$ cat config.mk
export PLATFORM = sky130hd
export DESIGN_NAME = otter_iobus_timer_flat
export DESIGN_NICKNAME = d
export VERILOG_FILES = /design/src/rtl/otter_iobus_timer_if.sv /design/src/rtl/otter_iobus_timer.sv /design/src/flat_wrapper.sv
export SDC_FILE = /design/constraint.sdc
export NUM_CORES = 1
export LEC_CHECK = 0
export CORE_ASPECT_RATIO = 1.75
export CORE_MARGIN = 1
export CORE_UTILIZATION = 55
export CTS_CLUSTER_SIZE = 28
export DETAILED_ROUTE_END_ITERATION = 8
export PLACE_DENSITY = 0.82
export SYNTH_ARGS = -nofsm -noshare
export SYNTH_HDL_FRONTEND = slang
export SYNTH_SLANG_ARGS = --single-unit
$ cat constraint.sdc
create_clock -name CLK -period 2.35 [get_ports CLK]
set_input_delay 0.235 -clock CLK [delete_from_list [all_inputs] [get_ports CLK]]
set_output_delay 0.235 -clock CLK [all_outputs]
set_load 0.02 [all_outputs]
$ cat src/rtl/otter_iobus_timer_if.sv
// OTTER MMIO bus bundle between the CPU and the timer peripheral.
// The CPU drives address, data and strobe; the timer returns read data and INTR.
interface otter_iobus_timer_if;
  logic [31:0] IOBUS_ADDR;
  logic [31:0] IOBUS_OUT;
  logic        IOBUS_WR;
  logic [31:0] IOBUS_IN;
  logic        INTR;

  modport master (
    output IOBUS_ADDR,
    output IOBUS_OUT,
    output IOBUS_WR,
    input  IOBUS_IN,
    input  INTR
  );

  modport slave (
    input  IOBUS_ADDR,
    input  IOBUS_OUT,
    input  IOBUS_WR,
    output IOBUS_IN,
    output INTR
  );
endinterface

$ cat src/rtl/otter_iobus_timer.sv
// OTTER MMIO timer: prescaled 32-bit up-counter with compare match,
// overflow flag, match counter and a maskable level interrupt.
module otter_iobus_timer #(
  parameter logic [31:0] BASE_ADDR = 32'h1100_0100,
  parameter int          PRESC_W   = 16
) (
  input logic                CLK,
  input logic                RESET,
  otter_iobus_timer_if.slave bus
);

  localparam logic [2:0] OFF_CTRL  = 3'd0;
  localparam logic [2:0] OFF_PRESC = 3'd1;
  localparam logic [2:0] OFF_COUNT = 3'd2;
  localparam logic [2:0] OFF_CMP   = 3'd3;
  localparam logic [2:0] OFF_STAT  = 3'd4;
  localparam logic [2:0] OFF_MCNT  = 3'd5;

  localparam logic [31:0] ALL_ONES = 32'hFFFF_FFFF;

  logic               hit;
  logic [2:0]         offs;
  logic               wr;
  logic [31:0]        wdata;
  logic [1:0]         unused_addr_lsb;

  logic               wr_ctrl;
  logic               wr_presc;
  logic               wr_count;
  logic               wr_cmp;
  logic               wr_stat;
  logic               wr_mcnt;

  logic [3:0]         ctrl;
  logic               en;
  logic               ie;
  logic               auto_rl;
  logic               one_shot;

  logic [PRESC_W-1:0] presc;
  logic [PRESC_W-1:0] pcnt;
  logic [31:0]        count;
  logic [31:0]        compare;
  logic               st_match;
  logic               st_ovf;
  logic [7:0]         mcnt;

  logic               tick;
  logic               cmp_eq;
  logic               reload;
  logic               match_set;
  logic               ovf_set;
  logic [31:0]        rdata;

  assign hit   = bus.IOBUS_ADDR[31:5] == BASE_ADDR[31:5];
  assign offs  = bus.IOBUS_ADDR[4:2];
  assign wr    = bus.IOBUS_WR && hit;
  assign wdata = bus.IOBUS_OUT;

  assign unused_addr_lsb = bus.IOBUS_ADDR[1:0];

  assign wr_ctrl  = wr && (offs == OFF_CTRL);
  assign wr_presc = wr && (offs == OFF_PRESC);
  assign wr_count = wr && (offs == OFF_COUNT);
  assign wr_cmp   = wr && (offs == OFF_CMP);
  assign wr_stat  = wr && (offs == OFF_STAT);
  assign wr_mcnt  = wr && (offs == OFF_MCNT);

  assign en       = ctrl[0];
  assign ie       = ctrl[1];
  assign auto_rl  = ctrl[2];
  assign one_shot = ctrl[3];

  // A CPU write to COUNT suppresses the tick's increment, match and
  // overflow; compare uses the register value before any same-cycle write.
  assign tick      = en && (pcnt == presc);
  assign cmp_eq    = count == compare;
  assign reload    = cmp_eq && auto_rl;
  assign match_set = tick && cmp_eq && !wr_count;
  assign ovf_set   = tick && !wr_count && !reload
                     && (count == ALL_ONES);

  // Prescaler: restarts when idle, on each tick, or on PRESCALE/COUNT write.
  always_ff @(posedge CLK) begin
    if (RESET) begin
      pcnt <= '0;
    end else if (wr_presc || wr_count || !en || tick) begin
      pcnt <= '0;
    end else begin
      pcnt <= pcnt + PRESC_W'(1);
    end
  end

  // Control: CPU write beats the one-shot auto-disable.
  always_ff @(posedge CLK) begin
    if (RESET) begin
      ctrl <= 4'h0;
    end else if (wr_ctrl) begin
      ctrl <= wdata[3:0];
    end else if (match_set && one_shot) begin
      ctrl[0] <= 1'b0;
    end
  end

  // Prescale and compare are plain software registers.
  always_ff @(posedge CLK) begin
    if (RESET) begin
      presc   <= '0;
      compare <= ALL_ONES;
    end else begin
      if (wr_presc) presc <= wdata[PRESC_W-1:0];
      if (wr_cmp) compare <= wdata;
    end
  end

  // Counter: software write wins, else advance or reload on tick.
  always_ff @(posedge CLK) begin
    if (RESET) begin
      count <= '0;
    end else if (wr_count) begin
      count <= wdata;
    end else if (tick) begin
      count <= reload ? 32'h0 : count + 32'h1;
    end
  end

  // Sticky flags: a same-edge hardware set overrides write-1-to-clear.
  always_ff @(posedge CLK) begin
    if (RESET) begin
      st_match <= 1'b0;
      st_ovf   <= 1'b0;
    end else begin
      st_match <= match_set
                  | (st_match & ~(wr_stat & wdata[0]));
      st_ovf   <= ovf_set
                  | (st_ovf & ~(wr_stat & wdata[1]));
    end
  end

  // Saturating match counter, cleared by any write.
  always_ff @(posedge CLK) begin
    if (RESET) begin
      mcnt <= 8'h00;
    end else if (wr_mcnt) begin
      mcnt <= 8'h00;
    end else if (match_set && (mcnt != 8'hFF)) begin
      mcnt <= mcnt + 8'h01;
    end
  end

  // Zero-latency read mux; unused offsets read zero.
  always_comb begin
    rdata = 32'h0;
    unique case (offs)
      OFF_CTRL:  rdata = {28'h0, ctrl};
      OFF_PRESC: rdata = 32'(presc);
      OFF_COUNT: rdata = count;
      OFF_CMP:   rdata = compare;
      OFF_STAT:  rdata = {30'h0, st_ovf, st_match};
      OFF_MCNT:  rdata = {24'h0, mcnt};
      default:   rdata = 32'h0;
    endcase
  end

  assign bus.IOBUS_IN = hit ? rdata : 32'h0;
  assign bus.INTR     = ie & (st_match | st_ovf);

endmodule

$ cat src/flat_wrapper.sv
// flat-port wrapper written by rule: the top's interface ports become plain ports
module otter_iobus_timer_flat 
#(
  parameter logic [31:0] BASE_ADDR = 32'h1100_0100,
  parameter int          PRESC_W   = 16
)
  (CLK, RESET, bus_IOBUS_ADDR, bus_IOBUS_OUT, bus_IOBUS_WR, bus_IOBUS_IN, bus_INTR);
  otter_iobus_timer_if bus_i ();
  input logic CLK;
  input logic RESET;
  input wire logic [$bits(bus_i.IOBUS_ADDR)-1:0] bus_IOBUS_ADDR;
  input wire logic [$bits(bus_i.IOBUS_OUT)-1:0] bus_IOBUS_OUT;
  input wire logic [$bits(bus_i.IOBUS_WR)-1:0] bus_IOBUS_WR;
  output wire logic [$bits(bus_i.IOBUS_IN)-1:0] bus_IOBUS_IN;
  output wire logic [$bits(bus_i.INTR)-1:0] bus_INTR;
  assign bus_i.IOBUS_ADDR = bus_IOBUS_ADDR;
  assign bus_i.IOBUS_OUT = bus_IOBUS_OUT;
  assign bus_i.IOBUS_WR = bus_IOBUS_WR;
  assign bus_IOBUS_IN = bus_i.IOBUS_IN;
  assign bus_INTR = bus_i.INTR;
  otter_iobus_timer #(.BASE_ADDR(BASE_ADDR), .PRESC_W(PRESC_W)) u_core (.CLK(CLK), .RESET(RESET), .bus(bus_i));
endmodule
# Word level (Yosys, flattened, before mapping)
# Index checks and enable logic that the tools add are counted.
[op_classes] eq_ne=10 mux=7 bitwise_logic=10 n_addsub=3 n_reduce_logical=27
[ops] cell="case mux 32 bit (6 select lines)" n=1
[ops] cell="2-to-1 mux 32 bit" n=4
[ops] cell="adder 32 x 1 -> 32 bit (second input constant)" n=1
[ops] cell="equality test 32 bit" n=1
[ops] cell="equality test 32 bit (second input constant)" n=1
[ops] cell="equality test 27 x 24 -> 1 bit (second input constant)" n=1
[ops] cell="adder 16 x 1 -> 16 bit (second input constant)" n=1
[ops] cell="equality test 16 bit" n=1
[ops] cell="logical AND 1 bit" n=16
[ops] cell="adder 8 x 1 -> 8 bit (second input constant)" n=1
[ops] cell="inequality test 8 bit (second input constant)" n=1
[ops] cell="equality test 3 x 2 -> 1 bit (second input constant)" n=2
[ops] cell="equality test 3 bit (second input constant)" n=2
[ops] cell="AND 1 bit" n=5
[ops] cell="nonzero test 2 bit" n=2
[ops] cell="OR reduction 2 bit" n=2
[ops] cell="equality test 3 x 1 -> 1 bit (second input constant)" n=1
[ops] cell="logical NOT 1 bit" n=3
[ops] cell="logical NOT 3 bit" n=1
[ops] cell="logical OR 1 bit" n=3
[ops] cell="bitwise OR 1 bit" n=3
[ops] cell="2-to-1 mux 1 bit" n=2
[ops] cell="NOT 1 bit" n=2
[word_totals] ff_bits=110 output_inout_bits=33

# Logic depth before layout (Yosys ltp)
[logic_depth] depth_word=8 ltp_mapped=9 depth_no_buf=7

# Worst setup path before layout
# OpenSTA, ideal clock, no wires.
[synth_path] kind="flip-flop to flip-flop" from="register u_core.count[13]" to="register u_core.mcnt[6]" required_time_ps=2228 slack_ps=384 setup_ps=122 arrival_ps=1844 stages_incl_launch_ff=9 path_cell_list="dfxtp_1 buf_2 xnor2_1 nand4_1 nor4_2 buf_4 nand3_1 or2_0 o311a_1"
[synth_via] elab_chain_len=4
[synth_lines] item="from (decl)" line_no="otter_iobus_timer.sv:42" rtl="logic [31:0] count;"
[synth_lines] item="from (signal assigned)" line_no="otter_iobus_timer.sv:121" rtl="count <= wdata;"
[synth_lines] item="from (signal assigned)" line_no="otter_iobus_timer.sv:123" rtl="count <= reload ? 32'h0 : count + 32'h1;"
[synth_lines] item="equality test 32 bit" line_no="otter_iobus_timer.sv:77" rtl="assign cmp_eq = count == compare;"
[synth_lines] item="logical AND 1 bit (2 in a row)" line_no="otter_iobus_timer.sv:79" rtl="assign match_set = tick && cmp_eq && !wr_count;"
[synth_lines] item="logical AND 1 bit" line_no="otter_iobus_timer.sv:146" rtl="end else if (match_set && (mcnt != 8'hFF)) begin"
[synth_lines] item="to (signal assigned)" line_no="otter_iobus_timer.sv:147" rtl="mcnt <= mcnt + 8'h01;"
[synth_lines] item="to (decl)" line_no="otter_iobus_timer.sv:46" rtl="logic [7:0] mcnt;"
# No other way between the ends.
# A chain may end at the register's enable or synchronous reset.

# Worst setup path in the final report
[layout_path] from="register u_core.count[31]" to="register u_core.mcnt[6]"
# The elaborated chain is that of the path after synthesis.

==> results.txt <==
Placed wire-length estimate = 17300 microns
Synth Area in Compound Gates = 0.159
Non-filler cells, final = 1204
Cells after Synth = 903
Pwr Density = 430 nW/um^2
Xor/xnor share of the synthesized area = 0.0834
Die Area = 13500 sq um
Simple-gate portion of the synthesized area = 0.321
Number of placement rows = 54
Detailed-route DRC error count = 0
Final worst path period share = 0.995
Worst min-delay path category = primary input to flip-flop
Mux contribution to synthesized area = 0.0547
# placed instances = 1185
Number of buffers created by CTS = 9
Initial core utilization = 0.568
Via count = 7740
Global-route wire length before repair = 37700 microns
Netlist cell types = 68
Cell count of the worst hold path = 3
Run status = complete, no violations
Hold Fails Final Rpt = 0
Power spent charging and discharging nets = 0.00104 W
Max-slew violations = 0
Clock network power share = 0.389
Async set or reset register ratio after synthesis = 0
IR Drop Worst-Case VDD = 0.000319 V
Placer congestion estimate = 0.962
Number of nets in the final layout = 1101
TritonCTS clock tree = done
Top cells by area in the synthesized netlist = dfxtp_1 31%, xnor2_1 6.1%, nand2_1 5.5%
Most common cell in the netlist = dfxtp_1
Internal cell power = 0.00285 W
Grt total ovfl = 0
Worst EP arrival = 2.58 ns
Antenna viol nets, final = 0
Post-CTS clock slew at the launch and capture registers of the worst setup and hold paths = 0.07 ns
Setup repair after global routing missed its margin = true
Net switching fraction of the power = 0.267
Maximum Capacitance Violations = 0
Number of global-route vias before repair = 7453
Syn_nets = 973
Die X = 88.1 microns
All-layer global routing usage = 0.360
DRC marker count from the first detailed-route iteration = 647
Fraction of layout cells with a size suffix above 1 = 0.197
Setup TNS = 0 ns
Share of total power in combinational logic = 0.120
Post-synth design cell area = 7140 sq um
Part of the total power dissipated in sequential elements = 0.491
Most numerous cell types in the synthesized netlist = 110 x dfxtp_1, 105 x nand2_1, 98 x nor2_1
N_diodes = 0
Required arrival time at the worst endpoint = 2.60 ns
Worst setup slack after placement = -0.462 ns
Mean area per synthesized cell = 7.91 sq um
Class of the most critical setup path = flip-flop to flip-flop
Final setup fails = 0
Static leakage = 3.59 nW
Clock insertion delay at the later pin of the skew report = 0.36 ns
Area of the core = 12600 sq um
Sequential fraction of the synthesis area = 0.308
WL per Instance = 20.1 microns
Clock sink total = 110
Startpoint types = flip-flop
Drt pass-1 iters = 5
Leading area contributor after synthesis = dfxtp_1
Time the final worst path needs with I/O delays and setup = 2.34 ns
Largest net degree at the start of global routing = 38
Count of pins on the block boundary = 100
Largest clock skew in the final design = 0.00763 ns
Largest family of logic cells by synthesized area = simple AND/OR/NAND/NOR gates
H-Tree Level Count = 3
Number of vias per cell after detailed routing = 6.43
Relative slew margins = 0.502
Tightest Pin Transition = 0.740 ns
Flip-flop and latch count after synthesis = 110
Die Ht = 153 microns
Area grow syn2layout = 26.4%
Buffer depth of the longest clock path = 2
Most common flop cell mapped by yosys = dfxtp_1
Warnings from Yosys = 0
Count of input and output buffers = 97
Total Wirelength = 24200 microns
Clk root buf = clkbuf_16
Total Power = 0.00388 W
Final core area utilization = 0.718
Count of flip-flops with a built-in enable after synthesis = 0
Worst setup margin = 0.0108 ns
Capturing element type of the critical path = flip-flop
Number of antenna violations at the first check in global routing = 0
Max Fclk = 0.427 GHz
Area share of the leading cell type in the synthesized netlist = 0.308
Synthesized-area fraction occupied by adder cells = 0.00526
Worst-path fanout max = 3
Depth of the worst register-to-register path = 7
==> final timing paths <==
path,slack [ns],endpoint,startpoint
max reg2reg,0.01,u_core.mcnt[6]$_SDFFE_PP0P_,u_core.count[31]$_SDFFE_PP0P_
max,0.01,u_core.mcnt[6]$_SDFFE_PP0P_,u_core.count[31]$_SDFFE_PP0P_
min,0.32,u_core.count[29]$_SDFFE_PP0P_,RESET
min reg2reg,0.48,u_core.ctrl[3]$_SDFFE_PP0P_,u_core.ctrl[3]$_SDFFE_PP0P_
==> layout by cell type, fill, tap and decap left out, types with 5 or more instances in the layout <==
cell and n:
a211oi_1 9, a21oi_1 21, a22oi_1 18, a311oi_1 12, a31oi_1 21, a32oi_1 8, a41o_1 7, and2_1 5
and3_1 16, buf_12 9, buf_2 7, buf_4 85, clkbuf_16 9, clkbuf_2 18, clkdlybuf4s50_1 55, dfxtp_1 106
dlymetal6s2s_1 9, inv_1 28, mux2i_1 30, nand2_1 105, nand3_1 60, nand4_1 37, nand4b_1 9, nor2_1 94
nor2_2 14, nor3_1 9, nor4_1 13, nor4_2 5, nor4_4 7, o211ai_1 7, o21ai_0 37, o22a_1 8
or2_2 9, or4_1 7, xnor2_1 47, xor2_1 18
==> routing by layer <==
metal	routed length, microns	global-route usage
met1	8470	0.387
met3	1510	0.0504
met2	12400	0.638
met5	0	0
met4	1770	0.231
==> worst max-delay path, cell delays in order, from the launching register on <==
cell and delay [ns]:
dfxtp_1 0.36, xnor2_1 0.40, nand4_1 0.22, nor4_4 0.24, buf_4 0.19, nand3_1 0.18
or2_0 0.30, o311a_1 0.34
==> cell families (layout without fill, tap and decap cells) <==
group                    after synthesis  after routing
XOR/XNOR                              68             68
AO/OA/AOI/OAI                        166            166
flip-flops                           110            110
AND/OR/NAND/NOR                      419            419
multiplexers                          36             36
buffers and inverters                101            234
adder cells (fa/ha/maj)                3              3
==> power groups by stage <==
stage | logic (W) | registers, W | clock network [W]
after detailed placement | 0.000447 | 0.00195 | 0
final | 0.000466 | 0.00191 | 0.00151
after global routing | 0.000491 | 0.00191 | 0.00158
after floorplan | 0.000191 | 0.00195 | 0
after CTS | 0.000451 | 0.00191 | 0.00152
after global placement | 0.000442 | 0.00195 | 0
==> per-stage QoR <==
step	hold WS [ns]	area, sq um
floorplan	0.359	7140
global placement	0.443	8720
detailed placement	0.465	8720
CTS	0.309	8990
global route	0.341	9030
finish	0.321	9030
==> sequential cells by signal, summed over array words and instances (netlist names) <==
name,cells
u_core.compare,32
u_core.count,32
u_core.pcnt,16
u_core.presc,16
u_core.mcnt,8
u_core.ctrl,4
u_core.st_match,1
u_core.st_ovf,1
==> final cells by class <==
type / instances / area, sq um
repair buffers: 190 / 1680
clock inverters: 7 / 57.6
flip-flops and latches: 110 / 2210
well taps: 168 / 210
multi-input cells: 692 / 4540
fillers: 956 / 3540
inverters: 28 / 105
clock buffers: 9 / 225
==> what timing repair did <==
item | CTS | global route
pin swaps | 3 | 7
endpoints found under the hold margin | 0 | 0
hold buffers | 0 | 0
endpoints found under the setup margin | 36 | 56
setup buffers | 1 | 1
cloned | 0 | 1
gates resized for setup | 85 | 58
(Power assumes the default switching activity.)
